File: config.mk
export PLATFORM = sky130hd
export DESIGN_NAME = random_word_arbiter
export DESIGN_NICKNAME = d
export VERILOG_FILES = /design/src/rtl/random_word_arbiter.sv
export SDC_FILE = /design/constraint.sdc
export NUM_CORES = 1
export LEC_CHECK = 0
export ABC_AREA = 1
export BUFFER_PORTS_ARGS = -buffer_cell sky130_fd_sc_hd__buf_4
export CORE_ASPECT_RATIO = 0.6
export CORE_UTILIZATION = 56
export CTS_BUF_LIST = sky130_fd_sc_hd__clkbuf_2
export CTS_CLUSTER_DIAMETER = 150
export DETAILED_ROUTE_END_ITERATION = 10
export PLACE_DENSITY_LB_ADDON = 0.05
export SLEW_MARGIN = 20
export SYNTH_ARGS = -nofsm -noshare
export SYNTH_HDL_FRONTEND = slang
export SYNTH_SLANG_ARGS = --single-unit
File: constraint.sdc
create_clock -name clk -period 1.9 [get_ports clk]
set_input_delay 0.095 -clock clk [delete_from_list [all_inputs] [get_ports clk]]
set_output_delay 0.095 -clock clk [all_outputs]
set_load 0.01 [all_outputs]
File: src/rtl/random_word_arbiter.sv
// Random word arbiter: packs debiased bits into words, buffers two of them
// and hands each one to exactly one requester in round-robin order.
module random_word_arbiter #(
    parameter int WIDTH        = 8,
    parameter int NUM_REQ      = 2,
    parameter int REPEAT_LIMIT = 16
) (
    input  logic               clk,
    input  logic               rst,
    input  logic               bit_valid,
    input  logic               bit_in,
    input  logic [NUM_REQ-1:0] req,
    output logic [NUM_REQ-1:0] grant,
    output logic [WIDTH-1:0]   word,
    output logic [1:0]         fill,
    output logic               health_fail
);

    localparam int PTR_W = (NUM_REQ > 1) ? $clog2(NUM_REQ) : 1;
    localparam int CNT_W = $clog2(WIDTH + 1);

    logic [WIDTH-1:0] shreg;
    logic [WIDTH-1:0] shifted;
    logic [CNT_W-1:0] bit_cnt;
    logic [WIDTH-1:0] pend_word;
    logic             pend_valid;

    logic [7:0]       rep_cnt;
    logic [7:0]       rep_nxt;
    logic             prev_bit;

    logic [WIDTH-1:0] mem0;
    logic [WIDTH-1:0] mem1;

    logic [PTR_W-1:0] rr_ptr;
    logic [PTR_W-1:0] sel_idx;
    logic             sel_found;

    logic             accept;
    logic             trip;
    logic             last_bit;
    logic             pop;
    logic             push;

    assign accept   = bit_valid && !health_fail;
    assign shifted  = {shreg[WIDTH-2:0], bit_in};
    assign last_bit = accept && (bit_cnt == CNT_W'(WIDTH - 1));

    // A zero count means no bit has been seen since reset.
    always_comb begin
        rep_nxt = 8'd1;
        if (rep_cnt != 8'd0 && bit_in == prev_bit) begin
            rep_nxt = (rep_cnt == 8'hFF) ? 8'hFF : rep_cnt + 8'd1;
        end
    end

    assign trip = accept && (int'(rep_nxt) >= REPEAT_LIMIT);

    always_comb begin
        sel_found = 1'b0;
        sel_idx   = '0;
        for (int k = 0; k < NUM_REQ; k++) begin
            if (!sel_found && req[(int'(rr_ptr) + k) % NUM_REQ]) begin
                sel_found = 1'b1;
                sel_idx   = PTR_W'((int'(rr_ptr) + k) % NUM_REQ);
            end
        end
    end

    assign pop  = sel_found && (fill != 2'd0) && !health_fail
                  && (grant == '0) && !trip;
    assign push = pend_valid;

    always_ff @(posedge clk) begin
        if (rst) begin
            shreg       <= '0;
            bit_cnt     <= '0;
            pend_word   <= '0;
            pend_valid  <= 1'b0;
            rep_cnt     <= 8'd0;
            prev_bit    <= 1'b0;
            health_fail <= 1'b0;
        end else if (trip) begin
            shreg       <= '0;
            bit_cnt     <= '0;
            pend_valid  <= 1'b0;
            rep_cnt     <= rep_nxt;
            prev_bit    <= bit_in;
            health_fail <= 1'b1;
        end else begin
            pend_valid <= 1'b0;
            if (accept) begin
                rep_cnt  <= rep_nxt;
                prev_bit <= bit_in;
                if (last_bit) begin
                    pend_word  <= shifted;
                    pend_valid <= 1'b1;
                    shreg      <= '0;
                    bit_cnt    <= '0;
                end else begin
                    shreg   <= shifted;
                    bit_cnt <= bit_cnt + CNT_W'(1);
                end
            end
        end
    end

    // Two-entry FIFO, mem0 is the head; a push into a full FIFO
    // only survives when the head leaves in the same cycle.
    always_ff @(posedge clk) begin
        if (rst || trip) begin
            mem0 <= '0;
            mem1 <= '0;
            fill <= 2'd0;
        end else begin
            case ({push, pop})
                2'b01: begin
                    mem0 <= mem1;
                    fill <= fill - 2'd1;
                end
                2'b10: begin
                    if (fill == 2'd0) begin
                        mem0 <= pend_word;
                        fill <= 2'd1;
                    end else if (fill == 2'd1) begin
                        mem1 <= pend_word;
                        fill <= 2'd2;
                    end
                end
                2'b11: begin
                    if (fill == 2'd1) begin
                        mem0 <= pend_word;
                    end else begin
                        mem0 <= mem1;
                        mem1 <= pend_word;
                    end
                end
                default: ;
            endcase
        end
    end

    always_ff @(posedge clk) begin
        if (rst) begin
            grant  <= '0;
            word   <= '0;
            rr_ptr <= '0;
        end else if (pop) begin
            grant  <= NUM_REQ'(1) << sel_idx;
            word   <= mem0;
            rr_ptr <= (sel_idx == PTR_W'(NUM_REQ - 1)) ? '0
                                                        : sel_idx + PTR_W'(1);
        end else begin
            grant <= '0;
            word  <= '0;
        end
    end

endmodule

After elaboration in Yosys (flattened, before gate mapping)
Cells that the tools add are included.
{ "totals": {"regBits": 59, "latchBits": 0, "ramBits": 0, "mem_bits_ro": 0, "inputBits": 6, "out_inout_bits": 13, "word_cells": 93, "mem_count": 0} }
{ "op_classes": {"add_sub_neg": 5, "multipliers": 0, "div": 0, "order_cmp": 3, "n_eq_ne": 11, "shift": 1, "muxes": 28, "n_bitwise": 4, "n_reduce_logical": 28} }
{ "op_table": {"columns": ["cell", "count"], "rows": [
  ["$mux 8", 8],
  ["$pmux 8 s3", 1],
  ["$pmux 8 s2", 1],
  ["$mux 1", 13],
  ["$logic_and 1x1->1", 9],
  ["$add 8x1->8 const B", 1],
  ["$eq 8x8->1 const B", 1],
  ["$ge 8x5->1 const B", 1],
  ["$reduce_bool 2->1", 4],
  ["$reduce_bool 8->1", 1],
  ["$mux 7", 1],
  ["$ne 2x2->1 const B", 3],
  ["$reduce_and 3->1", 2],
  ["$add 4x1->4 const B", 1],
  ["$eq 2x1->1 const B", 2],
  ["$eq 2x2->1 const B", 2],
  ["$eq 4x3->1 const B", 1],
  ["$logic_not 2->1", 2],
  ["$mux 2", 2],
  ["$mux 4", 1],
  ["$pmux 2 s2", 1],
  ["$reduce_and 2->1", 2],
  ["$reduce_or 2->1", 2],
  ["$logic_not 1->1", 3],
  ["12 further kinds", 15]
]} }

Logic depth before layout (Yosys ltp)
Gate-level depths: netlist of run 1.
{ "depth": {"depth_word": 14, "ltp_mapped": 17, "mapped_depth_nobuf": 16} }

Worst setup path after synthesis of run 1
OpenSTA, ideal clock, no wires.
{ "synth_timing": {"path_type": "flip-flop to flip-flop", "startpoint": "register fill[0]", "endpoint": "register mem1[5]", "setup_ps": 70, "arrival_time_ps": 1978, "required_time_ps": 1830, "setup_slack_ps": -147, "stages_incl_launch_ff": 11, "n_path_buf": 1, "cell_sequence": "dfxtp_1 -> inv_1 -> ha_1 -> inv_2 -> o21ai_0 -> nor4_4 -> clkbuf_1 -> nand4_1 -> nand2_1 -> nand2_1 -> a21oi_1"} }
{ "synth_between": {"elab_chain_cells": 8} }
{ "synth_rtl": {"columns": ["item", "line_no", "text"], "rows": [
  ["from (decl)", "15", "output logic [1:0] fill,"],
  ["from (signal assigned)", "119", "fill <= fill - 2'd1;"],
  ["$reduce_bool 2->1", "70", "assign pop = sel_found && (fill != 2'd0) && !health_fail"],
  ["$logic_and 1x1->1 (2 in series)", "70", null],
  ["$logic_and 1x1->1 (2 in series)", "71", "&& (grant == '0) && !trip;"],
  ["$eq 2x2->1", "116", "case ({push, pop})"],
  ["$ne 2x2->1 (no line) or $reduce_bool 2->1 (tied branches)", null, null],
  ["$reduce_and 3->1 (no line)", null, null],
  ["to (signal assigned)", "126", "mem1 <= pend_word;"],
  ["to (signal assigned)", "135", "mem1 <= pend_word;"],
  ["to (decl)", "33", "logic [WIDTH-1:0] mem1;"]
]} }
Several ways; a longest one is shown, not always the timed one. The select of a mux whose other input is x is not followed.
A chain may end at the register's enable or synchronous reset.

Worst setup path in the final report of run 1
{ "layout_timing": {"startpoint": "register rep_cnt[7]", "endpoint": "register mem1[3]"} }
{ "layout_between": {"elab_chain_cells": 10} }
{ "layout_rtl": {"columns": ["item", "line_no", "text"], "rows": [
  ["from (decl)", "28", "logic [7:0] rep_cnt;"],
  ["from (signal assigned)", "87", "rep_cnt <= rep_nxt;"],
  ["from (signal assigned)", "93", "rep_cnt <= rep_nxt;"],
  ["$add 8x1->8, or another cell as far along", "53", "rep_nxt = (rep_cnt == 8'hFF) ? 8'hFF : rep_cnt + 8'd1;"],
  ["$mux 8 or $logic_and 1x1->1 (tied branches)", "53, 52", null],
  ["$mux 8 (*)", "52", "if (rep_cnt != 8'd0 && bit_in == prev_bit) begin"],
  ["$ge 8x5->1 (*)", "57", "assign trip = accept && (int'(rep_nxt) >= REPEAT_LIMIT);"],
  ["$logic_and 1x1->1 (*)", "57", null],
  ["$logic_not 1->1", "71", null],
  ["$logic_and 1x1->1", "71", null],
  ["$eq 2x2->1", "116", null],
  ["$ne 2x2->1 (no line) or $reduce_bool 2->1 (tied branches)", null, null],
  ["$reduce_and 3->1 (no line)", null, null]
]} }
Mark *: on every way between the ends. The rest lies on a longest branch, timed or not.

==> out/results.tsv, run 1 <==
metric	value	unit
syn2layout_area_growth	38.7	%
worst_path_largest_cell_delay	0.47	ns
antenna_found_initial	0	
setup_viol	31	
clk_pin_slew	0.17	ns
pin_count	19	
synth_edf_count	0	
grt_pass1_wl	12900	um
cp.arrival	2.47	ns
portBuffers	18	
die_h	58.2	um
drive_gt1_share	38.5	%
hold_depth	4	
finalMaxSlewViolations	0	
worstSetupEndpointType	flop	
powerDensity	602	mW/mm^2
cts_root_buf	clkbuf_2	
viasPerCell	5.64	
ys_ff_latch	59	
synth_cells	411	
drc	0	
yosys_warnings	0	
crit_slowest_cell	dfxtp_1	
hold_viol	0	
wirelength	8820	um
diodes	0	
async_flop_share	0	%
max_freq	0.485	GHz
power	2.46	mW
min_period	2.06	ns
post-synth-top-count-cell	nand2_1	
num_vias	3077	
grt_start_max_net_pins	29	
yosysSeqAreaShare	40.1	%
first_iter_violations	249	
synth_fp_nets	422	
htreeDepth	3	
wl_per_cell	16.1	um
gp_congestion	0.926	
fp.dieW	95.6	um
numCtsBuffers	9	
detail-route-antenna-nets	0	
overflow	0	
rr_worst_depth	12	
dp_hpwl	5170	um
max-clock-path-buffers	2	
synth_area_leaders	dfxtp_1, nand2_1, nand3_1, inv_1, a21oi_1	
synth.distinct_cells	33	
start_util	58.2	%
syn_avg_cell_area	7.16	sq um
synth_common_cells	nand2_1, dfxtp_1, inv_1, nand3_1, a21oi_1	
nets	486	
synthFlopType	dfxtp_1	
whs	0.0771	ns
required	2.31	ns
worst_slew_pin_slew	0.528	ns
yosysTopAreaCell	dfxtp_1	
start_kind	flop	
core_area	0.00505	sq mm
firstDrtPassIters	5	
pre_cts_ws	-0.295	ns
violations	setup timing	
p_leak	1.73	nW
n_fill_cell	332	
max-vdd-ir-drop	408	uV
cpMostUsedCell	nand3_4	
fin_crit_sh	108	%
cts_tree	yes	
cts.sinks	59	
finClkSkew	0.0172	ns
status	finished with violations	
syn-cell-area	0.00294	sq mm
worst_slack	-0.161	ns
dieArea	0.00556	sq mm
grtUsageTotal	31.1	%
rsz0062_at_grt	yes	
worstPathMaxFanout	14	
grt_pass1_vias	2718	
critPathKind	flop to flop	
path_cells	inv_1, buf_4, nand3_1, nand3_4, o21ai_4, nand2_4, nand2_8, nand3_4, nand2_1, o21ai_1, nor2_2, nor2_1	
synth_top_area_share	40.1	%
worstSkewPairLatency	0.49	ns
row_count	20	
min_path_type	input port to flop	
relSlewSlack	64.8	%
maxCapViolCount	0	
where the power goes:
group          total, mW  internal (mW)  switching [mW]
Combinational      0.401          0.171           0.230
Clock              0.755          0.298           0.457
Sequential          1.30           1.27          0.0350
critical path, delay by kind of cell (launching register included):
family,cells,cell delay (ns)
compound gates,2,0.29
flops,1,0.47
simple gates,8,0.93
buf+inv,2,0.29
layout make-up:
cell class              count  area [sq um]  share of cell area (%)
flip-flops and latches     59          1200                    29.3
repair buffers             71           644                    15.8
clock buffers              10          50.0                    1.23
multi-input cells         279          1830                    44.9
inverters                  55           219                    5.36
clock inverters             6          56.3                    1.38
well taps                  66          82.6                    2.02
worst paths after layout:
| check | from | to | slack (ns) |
|---|---|---|---|
| setup / recovery | rep_cnt[7] | mem1[3] | -0.16 |
| hold / removal | bit_valid | bit_cnt[3] | 0.08 |
| setup reg to reg | rep_cnt[7] | mem1[3] | -0.16 |
| hold reg to reg | mem0[1] | word[1] | 0.45 |
cell families (layout without fill, tap and decap cells):
logic type	after synthesis	in the layout	share of synthesized area, %
AOI/OAI and AO/OA	85	85	15.4
DFF	59	59	40.1
and+or+nand+nor	186	187	31.3
adders and majority gates	5	5	2.12
xor gates and xnor gates	2	2	0.595
buffers and inverters	74	142	10.5
routing by layer:
| layer | GRT usage (%) | routed length, um | vias up |
|---|---|---|---|
| li1 | - | - | 1479 |
| met1 | 42.3 | 3960 | 1419 |
| met2 | 45.5 | 3870 | 142 |
| met3 | 11.2 | 702 | 37 |
| met4 | 11.5 | 286 | 0 |
| met5 | 0 | 0 | - |
flip-flops by register name (all words and copies together) (netlist names):
name / flops
mem0: 8
prev_bit: 1
shreg: 7
bit_cnt: 4
pend_valid: 1
rep_cnt: 8
rr_ptr: 1
grant: 2
pend_word: 8
word: 8
mem1: 8
fill: 2
health_fail: 1
placed cells by master, fill, tap and decap left out, drive strengths merged, types with 5 or more instances in the layout:
| cell | instances |
|---|---|
| nand2 | 82 |
| buf | 66 |
| dfxtp | 59 |
| inv | 55 |
| nand3 | 47 |
| o21ai | 40 |
| a21oi | 38 |
| nor2 | 38 |
| nand4 | 13 |
| clkbuf | 11 |
| a211oi | 5 |
| ha | 5 |
through the flow:
step / utilization [%] / cell area, sq um / instances / TNS [ns]
floorplan: - / 2970 / 411 / 0
global placement: 65.9 / 3330 / 504 / -3.76
detailed placement: 65.9 / 3330 / 504 / -5.44
CTS: 76.0 / 3840 / 540 / -0.849
global route: 80.8 / 4080 / 546 / -6.42
finish: 80.8 / 4080 / 546 / -2.23
repair_timing:
| item | 4_1_cts | 5_1_grt |
|---|---|---|
| setup endpoints to repair | 40 | 51 |
| buffers inserted | 15 | 5 |
| pin swaps | 29 | 16 |
| endpoints found under the hold margin | 15 | 0 |
| cloned | 1 | 1 |
| hold buffers | 4 | 0 |
| gates resized for setup | 57 | 55 |
Note: power is estimated with default switching activity, not from simulation.
==> inputs of run 2 (changes only) <==
==> constraint.sdc (replaced) <==
create_clock -name clk -period 1.9 [get_ports clk]
set_input_delay 0.19 -clock clk [delete_from_list [all_inputs] [get_ports clk]]
set_output_delay 0.19 -clock clk [all_outputs]
set_load 0.01 [all_outputs]
==> run 2 against run 1 <==
  * The flow still finishes with violations (setup timing)
  * Register-to-register slack better by 0.02 ns
  * Flip-flop and latch count stayed put
  * Maximum frequency is 1.0% higher
  * Sequential share of layout area stayed put
  * Critical path depth stayed put
  * Die area stayed put
  * Wire length is 0.71% lower
  * Utilization stayed put
  * Critical path type unchanged
  * Largest power group unchanged
==> out/results.tsv, run 2 (synthesis results as in run 1) <==
metric	value	unit
worstSkewPairLatency	0.50	ns
overflow	0	
status	finished with violations	
finalMaxSlewViolations	0	
fin_crit_sh	107	%
crit_slowest_cell	dfxtp_1	
syn2layout_area_growth	38.7	%
grtUsageTotal	31.1	%
worstSetupEndpointType	flop	
violations	setup timing	
powerDensity	603	mW/mm^2
hold_viol	0	
dp_hpwl	5170	um
start_kind	flop	
diodes	0	
setup_viol	31	
die_h	58.2	um
pin_count	19	
row_count	20	
min_period	2.04	ns
cts_tree	yes	
min_path_type	input port to flop	
htreeDepth	3	
placed_area	0.00333	sq mm
rsz0062_at_grt	yes	
grt_start_max_net_pins	29	
antenna_found_initial	0	
path_delay_family	simple AND/OR/NAND/NOR gates	
clk_pin_slew	0.18	ns
path_cells	inv_1, buf_4, nand3_1, nand3_4, o21ai_4, nand2_4, nand2_8, nand2_8, buf_4, nand3_1, nand3_2, a21oi_2	
layout_commonest_cell	nand2_1	
finClkSkew	0.0228	ns
firstDrtPassIters	5	
maxCapViolCount	0	
dieArea	0.00556	sq mm
cts_root_buf	clkbuf_2	
power	2.46	mW
max_freq	0.490	GHz
first_iter_violations	251	
tns	-2.24	ns
grt_pass1_vias	2720	
relSlewSlack	64.9	%
worst_slack	-0.140	ns
pre_cts_ws	-0.295	ns
dr.max_layer_used	met4	
gp_congestion	0.926	
wl_met1	3930	um
cp.buffers_inverters	3	
grt_pass1_wl	12900	um
num_vias	3058	
max-clock-path-buffers	2	
critPathKind	flop to flop	
worst_path_largest_cell_delay	0.47	ns
nets	486	
mostFrequentLayoutCells	nand2_1, buf_4, dfxtp_1, inv_1, a21oi_1	
wl_met2	3860	um
fp.dieW	95.6	um
worstPathMaxFanout	7	
wirelength	8750	um
p_leak	1.73	nW
cts.sinks	59	
viasPerCell	5.60	
portBuffers	18	
max-vdd-ir-drop	408	uV
met3_length	691	um
cp.arrival	2.47	ns
numCtsBuffers	9	
design_area	0.00408	sq mm
core_area	0.00505	sq mm
detail-route-antenna-nets	0	
start_util	58.2	%
drive_gt1_share	38.5	%
drc	0	
worst_slew_pin_slew	0.527	ns
required	2.33	ns
wl_per_cell	16.0	um
-- run 2: per-layer routing --
layer  up-vias  track usage [%]
li1       1481                -
met4         0             11.5
met1      1404             42.2
met5         -                0
met2       140             45.5
met3        33             11.2
-- run 2: through the flow --
step	hold slack, ns	util (%)	cells
3_5_place_dp	0.418	65.9	504
5_1_grt	0.132	80.8	546
4_1_cts	0.0227	76.0	540
3_3_place_gp	0.424	65.9	504
6_report	0.0992	80.8	546
2_1_floorplan	0.339	-	411
-- run 2: path summary, 6_finish.rpt --
kind,from,end,slack (ns),cells after the start
max reg2reg,rep_cnt[7],mem0[5],-0.14,12
min reg2reg,mem0[1],word[1],0.45,2
min,req[0],grant[0],0.1,5
max,rep_cnt[7],mem0[5],-0.14,12
-- run 2: layout make-up --
type                    instances  area, sq um
clock inverters                 6         56.3
inverters                      55          219
repair buffers                 71          644
multi-input cells             279         1830
flip-flops and latches         59         1200
fillers                       332          972
clock buffers                  10         50.0
well taps                      66         82.6
-- run 2: worst reg2reg max path, cell delays in order (launching register included) --
cell and delay (ns):
dfxtp_1 0.47, inv_1 0.13, buf_4 0.16, nand3_1 0.11, nand3_4 0.11, o21ai_4 0.20, nand2_4 0.09, nand2_8 0.12
nand2_8 0.09, buf_4 0.16, nand3_1 0.10, nand3_2 0.10, a21oi_2 0.14
-- run 2: what timing repair did --
item / 4_1_cts / 5_1_grt
resized for setup: 57 / 55
setup buffers: 15 / 5
hold buffers: 4 / 0
setup endpoints to repair: 40 / 51
gates cloned: 1 / 1
pin swaps: 29 / 16
endpoints found under the hold margin: 12 / 0
-- run 2: report_power, final --
part / leakage, nW / switching (mW) / internal (mW)
clock: 0.0691 / 0.461 / 0.298
combinational: 1.18 / 0.229 / 0.171
sequential: 0.481 / 0.0351 / 1.27
